===== src/rtl/branch_predictor.sv =====
// Direct-mapped branch target buffer with 2-bit saturating counters.
// Optional statistics counters are compiled in with BP_STATS_EN.
module branch_predictor #(
    parameter int BTB_ENTRIES = 16
) (
    input  logic        i_clk,
    input  logic        i_rst_n,
    input  logic [31:0] i_pc_F,
    output logic        o_pred_taken_F,
    output logic [31:0] o_pred_target_F,
    input  logic        i_br_E,
    input  logic [31:0] i_pc_E,
    input  logic        i_br_sel,
    input  logic [31:0] i_target_E,
    input  logic        i_pred_taken_E,
    input  logic [31:0] i_pred_target_E,
    output logic        o_mispredict,
    output logic [31:0] o_pc_redirect
`ifdef BP_STATS_EN
    ,
    output logic [31:0] o_br_count,
    output logic [31:0] o_mp_count
`endif
);

    localparam int IDX  = $clog2(BTB_ENTRIES);
    localparam int TAGW = 30 - IDX;

    logic            valid   [BTB_ENTRIES];
    logic [TAGW-1:0] tags    [BTB_ENTRIES];
    logic [31:0]     targets [BTB_ENTRIES];
    logic [1:0]      ctrs    [BTB_ENTRIES];

    logic [IDX-1:0]  idx_f;
    logic [IDX-1:0]  idx_e;
    logic [TAGW-1:0] tag_f;
    logic [TAGW-1:0] tag_e;
    logic            hit_f;
    logic            hit_e;
    logic            unused_pc_bits;

    assign idx_f = i_pc_F[IDX+1:2];
    assign tag_f = i_pc_F[31:IDX+2];
    assign idx_e = i_pc_E[IDX+1:2];
    assign tag_e = i_pc_E[31:IDX+2];
    assign unused_pc_bits = ^i_pc_F[1:0];

    // Lookup reads the registered table only, so a same-cycle update is not visible.
    assign hit_f = valid[idx_f] && (tags[idx_f] == tag_f);
    assign hit_e = valid[idx_e] && (tags[idx_e] == tag_e);

    assign o_pred_taken_F  = hit_f & ctrs[idx_f][1];
    assign o_pred_target_F = o_pred_taken_F ? targets[idx_f] : 32'd0;

    assign o_mispredict = i_br_E & ((i_pred_taken_E != i_br_sel) |
                          (i_br_sel & i_pred_taken_E & (i_pred_target_E != i_target_E)));
    assign o_pc_redirect = !o_mispredict ? 32'd0 :
                           (i_br_sel ? i_target_E : i_pc_E + 32'd4);

    always_ff @(posedge i_clk or negedge i_rst_n) begin
        if (!i_rst_n) begin
            for (int i = 0; i < BTB_ENTRIES; i++) begin
                valid[i]   <= 1'b0;
                tags[i]    <= '0;
                targets[i] <= '0;
                ctrs[i]    <= 2'b01;
            end
        end else if (i_br_E) begin
            if (hit_e) begin
                if (i_br_sel) begin
                    if (ctrs[idx_e] != 2'b11) ctrs[idx_e] <= ctrs[idx_e] + 2'b01;
                    targets[idx_e] <= i_target_E;
                end else if (ctrs[idx_e] != 2'b00) begin
                    ctrs[idx_e] <= ctrs[idx_e] - 2'b01;
                end
            end else if (i_br_sel) begin
                // Allocation replaces whatever aliased entry was there.
                valid[idx_e]   <= 1'b1;
                tags[idx_e]    <= tag_e;
                targets[idx_e] <= i_target_E;
                ctrs[idx_e]    <= 2'b10;
            end
        end
    end

`ifdef BP_STATS_EN
    always_ff @(posedge i_clk or negedge i_rst_n) begin
        if (!i_rst_n) begin
            o_br_count <= 32'd0;
            o_mp_count <= 32'd0;
        end else begin
            if (i_br_E)       o_br_count <= o_br_count + 32'd1;
            if (o_mispredict) o_mp_count <= o_mp_count + 32'd1;
        end
    end
`endif

endmodule


===== config.mk =====
export PLATFORM = sky130hd
export DESIGN_NAME = branch_predictor
export DESIGN_NICKNAME = d
export VERILOG_FILES = /design/src/rtl/branch_predictor.sv
export SDC_FILE = /design/constraint.sdc
export NUM_CORES = 2
export LEC_CHECK = 0
export BUFFER_PORTS_ARGS = -buffer_cell sky130_fd_sc_hd__clkbuf_2
export CORE_ASPECT_RATIO = 0.7
export CORE_MARGIN = 3
export CORE_UTILIZATION = 65
export CTS_CLUSTER_SIZE = 25
export DETAILED_ROUTE_END_ITERATION = 10
export GPL_TIMING_DRIVEN = 0
export PLACE_DENSITY = 0.83
export RECOVER_POWER = 25
export SKIP_LAST_GASP = 1
export SLEW_MARGIN = 15
export SYNTH_ARGS = -nofsm -noshare
export SYNTH_HDL_FRONTEND = slang
export SYNTH_SLANG_ARGS = --single-unit

===== constraint.sdc =====
create_clock -name i_clk -period 5.2 [get_ports i_clk]
set_input_delay 0.26 -clock i_clk [delete_from_list [all_inputs] [get_ports i_clk]]
set_output_delay 0.26 -clock i_clk [all_outputs]
set_load 0.01 [all_outputs]

# After elaboration in Yosys (flattened, before gate mapping)
# Index checks and enable logic that the tools add are counted.
# Widths: inputs -> output; s select.
dict set report totals {
  ff_bits 976
  word_cells 138
}
dict set report classes {
  add_sub_neg 3
  magnitude_cmp 3
  eq_ne 6
  n_mux 41
  bitwise 12
  reduce_logical 9
}
# cell count
set op_table {}
lappend op_table {{$bwmux 512} 1}
lappend op_table {{$bwmux 416} 1}
lappend op_table {{$mux 32} 11}
lappend op_table {{$bmux 26 s4} 2}
lappend op_table {{$mux 26} 5}
lappend op_table {{$bmux 32 s4} 1}
lappend op_table {{$demux 32 s4} 1}
lappend op_table {{$demux 26 s4} 1}
lappend op_table {{$bwmux 32} 2}
lappend op_table {{$eq 26x26->1} 2}
lappend op_table {{$add 32x3->32 const B} 1}
lappend op_table {{$ne 32x32->1} 1}
lappend op_table {{$or 16x16->16} 2}
lappend op_table {{$and 16x16->16} 1}
lappend op_table {{$bmux 2 s4} 2}
lappend op_table {{$not 16->16} 1}
lappend op_table {{$ge 5x5->1 const B} 2}
lappend op_table {{$mux 2} 5}
lappend op_table {{$not 4->5} 2}
lappend op_table {{$bmux 1 s4} 2}
lappend op_table {{$demux 2 s4} 1}
lappend op_table {{$reduce_bool 2->1} 3}
lappend op_table {{$lt 5x1->1 const B} 1}
lappend op_table {{$mux 1} 5}
lappend op_table {{13 further kinds} 18}

# Logic depth before layout (Yosys ltp)
dict set report depth {
  ltp_word 9
  depth_mapped 16
}

# Least setup slack after synthesis
# OpenSTA, ideal clock, no wires.
dict set report synth_path {
  path_type {input to output}
  from {in i_pc_F[2]}
  to {out o_pred_target_F[11]}
  t_arrival_ns 3.489
  slack_ns 1.451
  stages 10
  cell_sequence {clkbuf_1 -> buf_2 -> buf_2 -> buf_2 -> clkbuf_1 -> buf_2 -> buf_1 -> mux4_2 -> mux4_2 -> nor2b_1}
}
dict set report synth_via {
  elab_chain_len 8
}
# element line
set synth_rtl {}
lappend synth_rtl {{start, declared} 8} ;# input logic [31:0] i_pc_F,
lappend synth_rtl {{$not 4->5 (not written as such) (*)} {49, 52, 53}}
lappend synth_rtl {{$bmux 26 s4} 49} ;# assign hit_f = valid[idx_f] && (tags[idx_f] == tag_f);
lappend synth_rtl {{$mux 26 (not written as such) (2 in series)} 49}
lappend synth_rtl {{$eq 26x26->1} 49}
lappend synth_rtl {{$logic_and 1x1->1} 49}
lappend synth_rtl {{$and 1x1->1} 52} ;# assign o_pred_taken_F = hit_f & ctrs[idx_f][1];
lappend synth_rtl {{$mux 32 (*)} 53} ;# assign o_pred_target_F = o_pred_taken_F ? targets[idx_f] : 32'd0;
lappend synth_rtl {{end, declared} 10} ;# output logic [31:0] o_pred_target_F,
# Every way passes the cells marked *; elsewhere a longest branch is shown, timed or not. The select of a mux whose other input is x is not followed.

# Worst setup path after layout
dict set report layout_path {
  from {in i_pc_E[3]}
  to {reg tags[14] in the netlist's numbering}
}
dict set report layout_via {
  elab_chain_len 8
}
# element line
set layout_rtl {}
lappend layout_rtl {{start, declared} 12} ;# input logic [31:0] i_pc_E,
lappend layout_rtl {{$not 4->5 (not written as such) (*)} {50, 79}}
lappend layout_rtl {{$bmux 26 s4} 50} ;# assign hit_e = valid[idx_e] && (tags[idx_e] == tag_e);
lappend layout_rtl {{$mux 26 (not written as such) (2 in series)} 50}
lappend layout_rtl {{$eq 26x26->1} 50}
lappend layout_rtl {{$logic_and 1x1->1} 50}
lappend layout_rtl {{$not 1->1 (no line)} --}
lappend layout_rtl {{$reduce_and 3->1 (no line)} --}
lappend layout_rtl {{end signal, assigned by index} 79} ;# tags[idx_e] <= tag_e;
lappend layout_rtl {{end, declared} 30} ;# logic [TAGW-1:0] tags [BTB_ENTRIES];
# Marks and branches as above.
# A chain may end at the register's enable or synchronous reset.

==> results_dict.tcl <==
set metrics [dict create \
    slew-limit-headroom -0.721 \
    placedCellCount 4499 \
    finClkSkew_ns 0.0323 \
    first_pass_iters 5 \
    synth_cell_types 66 \
    p_seq_frac 0.461 \
    leakage_nw 24.5 \
    drc 0 \
    final_cells 4671 \
    clkSinkCount 976 \
    hpwl_um 119000 \
    grt_max_degree 108 \
    grt_pass1_vias 35200 \
    finalCriticalPeriod_ns 5.46 \
    drtIter0Drc 4553 \
    worst_pin_slew_ns 2.58 \
    fin_setup_tns_ns -10.21 \
    via_per_inst 7.35 \
    failed_checks "max-capacitance violations, max-slew violations, negative setup slack" \
    port_buffers 154 \
    ant_nets 0 \
    p_per_area_mw_per_mm2 394 \
    power.internal_mw 15.8 \
    die_h_um 238 \
    wl_per_cell_um 36.0 \
    cp.arrival_ns 6.02 \
    hp-class "in2reg" \
    syn_avg_cell_area_sq_um 14.9 \
    synth.top_cell.area_share 0.482 \
    ys_warn_count 0 \
    setup_viol 161 \
    cap_violations 3 \
    mostFrequentLayoutCells "960 x dfrtp_1, 951 x mux2_2, 374 x mux4_2" \
    crit_type "in2reg" \
    grt_overflow_total 0 \
    ir_drop_mv 0.309 \
    initial_core_util 0.660 \
    yosys.area.top_type "dfrtp_1" \
    clockPowerShare 0.337 \
    final_nets 3746 \
    clock_path_buffers 3 \
    cts_buffers 91 \
    required_ns 5.76 \
    switching_share 0.279 \
    areaGrowthSynthToFinish_pct 11.2 \
    cts_max_level 3 \
    postSynthCellCount 3346 \
    synth_area_leaders "dfrtp_1 48%, mux2_2 21%, mux4_2 17%" \
    power.total_mw 21.9 \
    core_area_sq_mm 0.0756 \
    status "complete, but fails checks" \
    antenna_found_initial 8 \
    routed_wl_um 168000 \
    crit_fanout 10 \
    comb_power_share 0.202 \
    fmaxAchievable_ghz 0.183 \
    ys_ff_latch 976 \
    die_w_um 337 \
    vias 34400 \
    nFillCells 4673 \
    drv_slew 295 \
    final_common_cell "dfrtp_1" \
    cts-root-buf "clkbuf_16" \
    setup_slack_ns -0.260 \
    synth_area_sq_mm 0.0499 \
    final_layout_size_suffix_gt1_frac 0.490 \
    async_reset_ff_frac 1.00 \
    cp-end-kind "flip-flop" \
    rsz0062_at_grt "true" \
    boundaryPins 199 \
    rows 84 \
    clk_latency_ns 0.70 \
    synth_edf_count 0 \
    grt_pass1_wl_um 243000 \
    power_switching_mw 6.10 \
    hold_viol_final 0 \
    die_area_sq_mm 0.0801 \
    synthFlopType "dfrtp_1" \
    clk_pin_slew_ns 0.06 \
    fin_crit_sh 1.05 \
    yosysSeqAreaShare 0.490 \
    synth_fp_nets 3486 \
    grt_use_total 0.426 \
    place_congestion 1.01 \
    cts_tree "built" \
    cp-start-kind "input port" \
]
## cell type report
cell class | count | area, sq um | area share
Inverter | 26 | 97.6 | 0.00176
Antenna cell | 1 | 2.50 | 0.0000451
Clock inverter | 44 | 672 | 0.0121
Clock buffer | 124 | 2600 | 0.0469
Tap cell | 989 | 1240 | 0.0223
Multi-Input combinational cell | 2013 | 23900 | 0.431
Sequential cell | 976 | 24400 | 0.441
Buffer | 328 | 1490 | 0.0269
Timing Repair Buffer | 170 | 1000 | 0.0181
## stage by stage
| step | setup WS (ns) | area (sq um) | hold slack, ns | utilization |
|---|---|---|---|---|
| 2_1_floorplan | 1.45 | 49900 | -0.0356 | - |
| 3_3_place_gp | -18.05 | 51900 | 0.476 | 0.687 |
| 3_5_place_dp | -0.725 | 52200 | 0.107 | 0.691 |
| 4_1_cts | 0.0530 | 55500 | 0.0371 | 0.735 |
| 5_1_grt | -0.0150 | 55500 | 0.0908 | 0.734 |
| 6_report | -0.260 | 55500 | 0.0781 | 0.734 |
## worst paths after layout
path                                 from            to  slack, ns  cells past startpoint
worst max-delay path            i_pc_E[3]      tags[14]      -0.26                     15
worst min-delay path               i_br_E      ctrs[17]       0.08                      4
worst max register to register  tags[148]      tags[40]       0.42                     11
worst min register to register  valid[13]     valid[13]       0.50                      1
max in group asynchronous         i_rst_n     tags[280]       0.65                      5
min in group asynchronous         i_rst_n  targets[326]       0.64                      3
## cells in the mapped netlist (27+ instances only)
cell	number
xor2_1	35
buf_1	41
buf_4	41
nor2b_1	40
mux2i_1	98
a21oi_1	37
buf_2	27
nor2_1	75
mux2_2	951
mux4_2	374
nand2_1	66
dfrtp_1	960
xnor2_1	82
clkbuf_1	220
## power by group through the flow
stage / Sequential (mW) / Clock [mW] / Combinational (mW)
after floorplan: 9.73 / 0 / 3.15
after global placement: 9.98 / 0 / 4.10
after detailed placement: 10.1 / 0 / 4.30
after CTS: 10.0 / 7.35 / 4.34
after global routing: 10.2 / 7.67 / 4.65
final: 10.1 / 7.37 / 4.42
## routing by layer
metal / GRT usage / up-vias / wire, um
met5: 0.00177 / - / 114
li1: - / 13000 / -
met3: 0.192 / 520 / 24600
met1: 0.610 / 18300 / 66000
met2: 0.573 / 2444 / 70100
met4: 0.165 / 12 / 7480
## kinds of logic after synthesis
group	Yosys count	share of synthesized area
AOI/OAI and AO/OA	152	0.0209
xor gates and xnor gates	117	0.0205
adders and majority gates	7	0.00176
buffers and inverters	357	0.0309
DFF	976	0.490
muxes	1425	0.404
and+or+nand+nor	312	0.0321
## sequential cells by signal (all words and copies together) (netlist names)
register  count
targets     512
tags        416
ctrs         32
valid        16
## timing repair
item,CTS,global route
gates resized for setup,6,19
hold endpoints to repair,201,0
buffers inserted,3,0
gates cloned,0,0
hold buffers,3,0
endpoints found under the setup margin,46,84
pin swaps,1,0
## worst max-delay path, stage by stage
cell and delay (ns):
clkbuf_2 0.31, buf_4 0.38, buf_4 0.36, buf_4 0.40, buf_2 0.53, mux4_2 0.38
mux2i_1 0.39, nor2_1 0.11, a41o_1 0.33, o2111a_1 0.16, nand4_1 0.20, nor3_4 0.12
nor3_2 1.03, buf_2 0.58, mux2_2 0.40
(Power assumes the default switching activity.)
